--- src/rtl/button_event_decoder_pkg.sv ---
// Shared types and helpers for the button event decoder and its ms timebase.
package button_event_pkg;

  typedef enum logic [1:0] {
    LOCKOUT = 2'd0,
    IDLE    = 2'd1,
    PRESSED = 2'd2,
    HOLD    = 2'd3
  } state_e;

  localparam int MS_CNT_W = 16;

  function automatic int ms_div(input int clk_hz);
    return clk_hz / 1000;
  endfunction

endpackage

--- src/rtl/button_event_decoder_ms_tick_gen.sv ---
// Free-running prescaler: 1-cycle tick at terminal count DIV-1, sync clear.
module ms_tick_gen #(
  parameter int DIV = 27000
) (
  input  logic clk,
  input  logic rstn,
  input  logic clr,
  output logic tick
);

  localparam int CW = (DIV > 1) ? $clog2(DIV) : 1;
  localparam logic [CW-1:0] TC = CW'(DIV - 1);

  logic [CW-1:0] cnt;

  always_ff @(posedge clk or negedge rstn) begin
    if (!rstn) begin
      cnt <= '0;
    end else if (clr || cnt == TC) begin
      cnt <= '0;
    end else begin
      cnt <= cnt + 1'b1;
    end
  end

  assign tick = (cnt == TC);

endmodule

--- src/rtl/button_event_decoder.sv ---
// Turns a debounced button level into press/click/long/repeat/release strobes.
module button_event_decoder
  import button_event_pkg::*;
#(
  parameter int   CLK_HZ        = 27000000,
  parameter logic IDLE_STATE    = 1'b1,
  parameter int   LONG_PRESS_MS = 800,
  parameter int   REPEAT_MS     = 200
) (
  input  logic   clk,
  input  logic   rstn,
  input  logic   btn_in,
  output logic   pressed,
  output logic   press_pulse,
  output logic   click_pulse,
  output logic   long_pulse,
  output logic   repeat_pulse,
  output logic   release_pulse,
  output state_e dbg_state
);

  localparam int DIV = ms_div(CLK_HZ);
  localparam logic [MS_CNT_W-1:0] LONG_M1 = MS_CNT_W'(LONG_PRESS_MS - 1);
  localparam logic [MS_CNT_W-1:0] RPT_M1  = MS_CNT_W'((REPEAT_MS == 0) ? 0 : REPEAT_MS - 1);
  localparam bit RPT_EN = (REPEAT_MS != 0);

  state_e state_q, state_d;
  logic btn_1, act, act_1, rise, fall;
  logic tick, pre_clr, ms_clr, long_hit, rpt_hit;
  logic [MS_CNT_W-1:0] ms_cnt;
  logic pressed_d, press_d, click_d, long_d, repeat_d, release_d;

  assign act   = (btn_in != IDLE_STATE);
  assign act_1 = (btn_1 != IDLE_STATE);
  assign rise  = act & ~act_1;
  assign fall  = ~act & act_1;

  // Expiry is detected on the tick that would take ms_cnt to the target, so
  // the strobe lands exactly N*DIV cycles after the event that cleared timing.
  assign long_hit = tick && (ms_cnt == LONG_M1);
  assign rpt_hit  = RPT_EN && tick && (ms_cnt == RPT_M1);

  ms_tick_gen #(.DIV(DIV)) u_tick (
    .clk  (clk),
    .rstn (rstn),
    .clr  (pre_clr),
    .tick (tick)
  );

  always_ff @(posedge clk or negedge rstn) begin
    if (!rstn) begin
      state_q <= LOCKOUT;
      btn_1   <= IDLE_STATE;
    end else begin
      state_q <= state_d;
      btn_1   <= btn_in;
    end
  end

  always_comb begin
    state_d = state_q;
    case (state_q)
      LOCKOUT: if (!act) state_d = IDLE;
      IDLE:    if (rise) state_d = PRESSED;
      PRESSED: begin
        if (fall)          state_d = IDLE;
        else if (long_hit) state_d = HOLD;
      end
      HOLD:    if (fall) state_d = IDLE;
      default: state_d = LOCKOUT;
    endcase
  end

  // Release has priority over a same-cycle long/repeat expiry.
  always_comb begin
    press_d   = 1'b0;
    click_d   = 1'b0;
    long_d    = 1'b0;
    repeat_d  = 1'b0;
    release_d = 1'b0;
    case (state_q)
      IDLE:    press_d = rise;
      PRESSED: begin
        if (fall) begin
          click_d   = 1'b1;
          release_d = 1'b1;
        end else begin
          long_d = long_hit;
        end
      end
      HOLD: begin
        if (fall) release_d = 1'b1;
        else      repeat_d  = rpt_hit;
      end
      default: ;
    endcase
    pressed_d = (state_d == PRESSED) || (state_d == HOLD);
  end

  assign pre_clr = rise | long_d;
  assign ms_clr  = press_d | long_d | repeat_d;

  always_ff @(posedge clk or negedge rstn) begin
    if (!rstn) begin
      ms_cnt <= '0;
    end else if (ms_clr) begin
      ms_cnt <= '0;
    end else if (tick && ms_cnt != '1) begin
      ms_cnt <= ms_cnt + 1'b1;
    end
  end

  always_ff @(posedge clk or negedge rstn) begin
    if (!rstn) begin
      pressed       <= 1'b0;
      press_pulse   <= 1'b0;
      click_pulse   <= 1'b0;
      long_pulse    <= 1'b0;
      repeat_pulse  <= 1'b0;
      release_pulse <= 1'b0;
    end else begin
      pressed       <= pressed_d;
      press_pulse   <= press_d;
      click_pulse   <= click_d;
      long_pulse    <= long_d;
      repeat_pulse  <= repeat_d;
      release_pulse <= release_d;
    end
  end

  assign dbg_state = state_q;

endmodule

--- config.mk ---
export PLATFORM = sky130hd
export DESIGN_NAME = button_event_decoder
export DESIGN_NICKNAME = d
export VERILOG_FILES = /design/src/rtl/button_event_decoder_pkg.sv /design/src/rtl/button_event_decoder_ms_tick_gen.sv /design/src/rtl/button_event_decoder.sv
export SDC_FILE = /design/constraint.sdc
export NUM_CORES = 1
export LEC_CHECK = 0
export CORE_UTILIZATION = 29
export DETAILED_ROUTE_END_ITERATION = 7
export PLACE_DENSITY = 0.54
export SYNTH_ARGS = -nofsm -noshare
export SYNTH_HDL_FRONTEND = slang
export SYNTH_SLANG_ARGS = --single-unit
--- constraint.sdc ---
create_clock -name clk -period 3 [get_ports clk]
set_clock_uncertainty 0.2 [all_clocks]
set_input_delay 0.6 -clock clk [delete_from_list [all_inputs] [get_ports clk]]
set_output_delay 0.6 -clock clk [all_outputs]
set_load 0.02 [all_outputs]
# Word level (Yosys, flattened, before mapping)
# Cells that the tools add are included.
[op_classes]
add_sub_neg = 2
n_eq_ne = 9
n_mux = 17
bitwise_logic = 7
n_reduce_logical = 8
[ops]
columns = ["operator", "n"]
rows = [
  ["$mux W16", 2],
  ["$add A16 B1 Y16 const B", 1],
  ["$eq A16 B10 Y1 const B", 1],
  ["$eq A16 B8 Y1 const B", 1],
  ["$ne A16 B16 Y1 const B", 1],
  ["$add A15 B1 Y15 const B", 1],
  ["$eq A15 B15 Y1 const B", 1],
  ["$mux W15", 1],
  ["$mux W2", 5],
  ["$eq A2 B2 Y1 const B", 4],
  ["$mux W1", 8],
  ["$pmux W2 S4", 1],
  ["$logic_and A1 B1 Y1", 3],
  ["$or A1 B1 Y1", 3],
  ["$and A1 B1 Y1", 2],
  ["$eq A2 B1 Y1 const B", 1],
  ["$logic_not A2 Y1", 1],
  ["$logic_or A1 B1 Y1", 2],
  ["$not A1 Y1", 2],
  ["$reduce_bool A2 Y1", 1],
  ["$reduce_or A2 Y1", 1],
]
[totals]
ff_bits = 40
in_bits = 3
out_inout_bits = 8
wordCells = 53

# Depth between registers and ports, before layout
[depth]
ltp_word = 7
ltp_mapped = 7
mapped_depth_nobuf = 6

# Cells and area by module
# From an unflattened synthesis, not the netlist that was laid out.
[unflattened]
hier_cells = 205
area_unflattened_um2 = 2044.5
[modules_own_cells]
columns = ["mod", "instances", "cells_each", "area_each_um2", "seq_area_each_um2"]
rows = [
  ["button_event_decoder", 1, 130, 1286.2, 601.8],
  ["ms_tick_gen", 1, 75, 758.2, 375.4],
]

# Worst setup path after synthesis
# Ideal clock, no wire load.
[synth_timing]
path_type = "register -> register"
startpoint = "reg u_tick.cnt[7]"
endpoint = "reg ms_cnt[3]"
setup_time_ns = 0.119
arrival_time_ns = 1.962
required_time_ns = 2.681
setup_slack_ns = 0.719
path_stages_with_launch = 7
path_buffers = 1
synth_period_minus_slack_ns = 2.281
cell_sequence = "dfrtp_1 -> or4b_4 -> nor4_4 -> nand4b_1 -> o21ai_2 -> buf_6 -> nor2_1"
[synth_between]
elab_chain_len = 7
elab_cells_between_ends = 12
cone_classes = "1 x eq/ne; 5 x mux; 2 x bitwise; 4 x reduce/logical"
[synth_lines]
columns = ["item", "line_no", "source"]
rows = [
  ["start: declaration", "button_event_decoder_ms_tick_gen.sv:14", "logic [CW-1:0] cnt;"],
  ["start signal: assignment", "button_event_decoder_ms_tick_gen.sv:22", "cnt <= cnt + 1'b1;"],
  ["$eq A15 B15 Y1 *", "button_event_decoder_ms_tick_gen.sv:26", "assign tick = (cnt == TC);"],
  ["$logic_and A1 B1 Y1", "button_event_decoder.sv:40", "assign long_hit = tick && (ms_cnt == LONG_M1);"],
  ["$mux W1", "button_event_decoder.sv:84", "if (fall) begin"],
  ["$mux W1", "button_event_decoder.sv:81", "case (state_q)"],
  ["$or A1 B1 Y1 (2 in series)", "button_event_decoder.sv:101", "assign ms_clr = press_d | long_d | repeat_d;"],
  ["$mux W16 or $reduce_bool A2 Y1 (tied branches)", "-", ""],
  ["end signal: assignment", "button_event_decoder.sv:109", "ms_cnt <= ms_cnt + 1'b1;"],
  ["end: declaration", "button_event_decoder.sv:30", "logic [MS_CNT_W-1:0] ms_cnt;"],
]
# Mark *: on every way between the ends. The rest lies on a longest branch, timed or not.
# A chain may end at the register's enable or synchronous reset.

# Worst setup path in the final report
[layout_timing]
startpoint = "reg u_tick.cnt[7]"
endpoint = "reg ms_cnt[8]"
# Same word-level chain as after synthesis.

==> flow_metrics.py <==
metrics = {
    "status": {
        "status": "finished with violations",
        "violations": "DRC",
    },
    "pwr": {
        "finalPower_mw": 1.132,
        "p_clk_frac": 0.299,
        "p_int_mw": 0.8095,
        "p_per_area_nw_per_um2": 508.9,
        "p_seq_frac": 0.556,
        "switching_share": 0.2849,
        "combPwrFrac": 0.145,
        "leakage_nw": 0.9647,
        "p_switching_mw": 0.3226,
        "ir_worst_vdd_mv": 0.1334,
    },
    "drt": {
        "dr_wl_met2_um": 1581,
        "top_layer": "met4",
        "dr_wl_met3_um": 148,
        "num_vias": 1424,
        "wirelength_um": 3701,
        "drtAntennaViolNets": 0,
        "drc": 3,
        "m1WireLength_um": 1925,
        "vias_per_cell": 4.927,
        "drt_iter0_drc": 82,
        "firstDrtPassIters": 6,
        "avgRoutedWirePerCell_um": 12.81,
    },
    "die": {
        "rows": 29,
        "io_pins": 11,
        "dieWidth_um": 84.46,
        "fp.coreArea_um2": 6459,
        "start_util": 0.3053,
        "die_area_um2": 7133,
        "die_h_um": 84.46,
    },
    "setup_path": {
        "crit_start": "u_tick.cnt[7]$_DFF_PN0_",
        "critPathTopFamily": "simple AND/OR/NAND/NOR gates",
        "crit_type": "reg -> reg",
        "cp.arrival_ns": 2.56,
        "crit_path_top_delay_cell": "or4b_4",
        "critPathMaxStageDelay_ns": 0.56,
        "reg2reg_from": "u_tick.cnt[7]$_DFF_PN0_",
        "startpoint_type": "flip-flop",
        "r2r_cells": 5,
        "timing.rr.end": "ms_cnt[8]$_DFFE_PN0P_",
        "r2r_slack_ns": 0.46,
        "crit_end": "ms_cnt[8]$_DFFE_PN0P_",
        "cp.depth": 5,
        "cp.buffers_inverters": 0,
        "crit_fanout": 9,
        "worstPathRequired_ns": 3.02,
        "crit_path_end_kind": "flip-flop",
        "crit_chain": "or4b_4, nor4_4, nand3_1, or3_1, a21oi_1",
    },
    "clocking": {
        "cts_sinks": 39,
        "cts-resized-gates": 0,
        "clock_latency_ns": 0.29,
        "cts.reportedPaths.clkPinSlew_ns": 0.07,
        "cts.hold.buffers_added": 0,
        "clockBufferDepth": 2,
        "htreeDepth": 2,
        "clk_root_buffer_cell": "clkbuf_8",
        "numCtsBuffers": 5,
        "cts_setup_buffers": 0,
        "cts_tree": "done",
    },
    "synthesis": {
        "ys.flop_type": "dfrtp_1",
        "synth_edf_count": 0,
        "synth_area_um2": 1972,
        "netlist_instances": 197,
        "ys_types": 41,
        "synth_warnings": 0,
        "syn_area_per_cell_um2": 10.01,
        "syn-num-nets": 202,
        "synth_seq_area_share": 0.4956,
        "async_flop_share": 1.000,
        "synth-seq-cells": 39,
    },
    "sta": {
        "tns_ns": 0,
        "max_slew_margin": 0.4275,
        "fmax_mhz": 393.2,
        "finalCriticalPeriod_ns": 2.543,
        "slew_viol_final": 0,
        "worstMarginPinSlew_ns": 0.8587,
        "finalSetupViolCount": 0,
        "finalHoldViolCount": 0,
        "rsz0062_at_grt": "no",
        "period_share": 0.8477,
    },
    "cells_and_area": {
        "utilization": 0.3444,
        "most-common-layout-cells": "38 x dfrtp_1, 35 x nor2_1, 17 x xor2_1",
        "num-nets-final": 216,
        "diodes": 0,
        "drive_above_1_share": 0.07075,
        "final_common_cell": "dfrtp_1",
        "syn_to_final_growth_pct": 12.82,
    },
    "placement": {
        "hpwlAfterDp_um": 2533,
        "port_buffers": 10,
        "gp_congestion": 0.7388,
    },
    "run": {
        "drv_cap": 0,
    },
    "grt": {
        "grt_pass1_wl_um": 6548,
        "grt_pass1_vias": 1365,
        "grt_overflow": 0,
        "grt_max_degree": 40,
        "grt_use_total": 0.1173,
        "antenna_found_initial": 0,
    },
    "hold_path": {
        "hold_class": "in -> async",
    },
}
per-layer routing:
metal  global-route usage  vias up
li1                     -      721
met4              0.05085        0
met2               0.1714       23
met3              0.03245        4
met1               0.1627      676
met5                    0        -
worst min path at each step:
stage                              endpoint  slack (ns)                     from
floorplan             click_pulse$_DFF_PN0_        0.10                     rstn
global placement    u_tick.cnt[0]$_DFF_PN0_        0.27  u_tick.cnt[0]$_DFF_PN0_
detailed placement  u_tick.cnt[0]$_DFF_PN0_        0.28  u_tick.cnt[0]$_DFF_PN0_
CTS                 u_tick.cnt[3]$_DFF_PN0_        0.26                     rstn
global route         ms_cnt[10]$_DFFE_PN0P_        0.30                     rstn
finish              u_tick.cnt[3]$_DFF_PN0_        0.22                     rstn
power by group through the flow:
| stage | Clock (mW) | Sequential [mW] | Combinational [mW] |
|---|---|---|---|
| after floorplan | 0 | 0.643 | 0.0932 |
| after global placement | 0 | 0.640 | 0.165 |
| after detailed placement | 0 | 0.640 | 0.167 |
| after CTS | 0.355 | 0.630 | 0.167 |
| after global routing | 0.373 | 0.640 | 0.185 |
| final | 0.339 | 0.630 | 0.164 |
cells in the mapped netlist, drive strengths merged (6+ instances only):
master / instances / area (um^2)
and3: 6 / 37.54
dfrtp: 38 / 950.9
inv: 7 / 26.28
nand2: 10 / 37.54
nand3: 11 / 55.05
nand4: 10 / 62.56
nor2: 35 / 131.4
xnor2: 8 / 70.07
xor2: 17 / 148.9
cells by family after synthesis:
kind of cell | share of synthesized area
DFF | 0.4956
AOI/OAI and AO/OA | 0.05393
xor gates and xnor gates | 0.1110
muxes | 0.005076
and+or+nand+nor | 0.2906
buffers and inverters | 0.03109
adders and majority gates | 0.01269
final cells by class:
type / count / area, um^2
fillers: 670 / 4234
inverters: 7 / 26.28
repair buffers: 12 / 110.1
clock buffers: 7 / 76.32
well taps: 77 / 96.34
flip-flops and latches: 39 / 977.2
multi-input cells: 146 / 933.4
clock inverters: 1 / 5.005
flip-flops by register name, indices dropped and copies added (netlist names):
| register | cells |
|---|---|
| long_pulse | 1 |
| dbg_state | 1 |
| press_pulse | 1 |
| pressed | 1 |
| btn_1 | 1 |
| u_tick.cnt | 15 |
| ms_cnt | 16 |
| release_pulse | 1 |
| click_pulse | 1 |
| repeat_pulse | 1 |
metrics by stage:
stage | hold WS, ns | cells | worst slack [ns] | instance area (um^2)
after floorplan | 0.1044 | 197 | 0.7194 | 1972
final | 0.2250 | 289 | 0.4569 | 2225
after CTS | 0.2635 | 289 | 0.4152 | 2225
after detailed placement | 0.2768 | 281 | 0.4287 | 2143
after global routing | 0.2991 | 289 | 0.3193 | 2225
after global placement | 0.2748 | 281 | 0.5063 | 2143
Power figures use the tool's default switching activity.
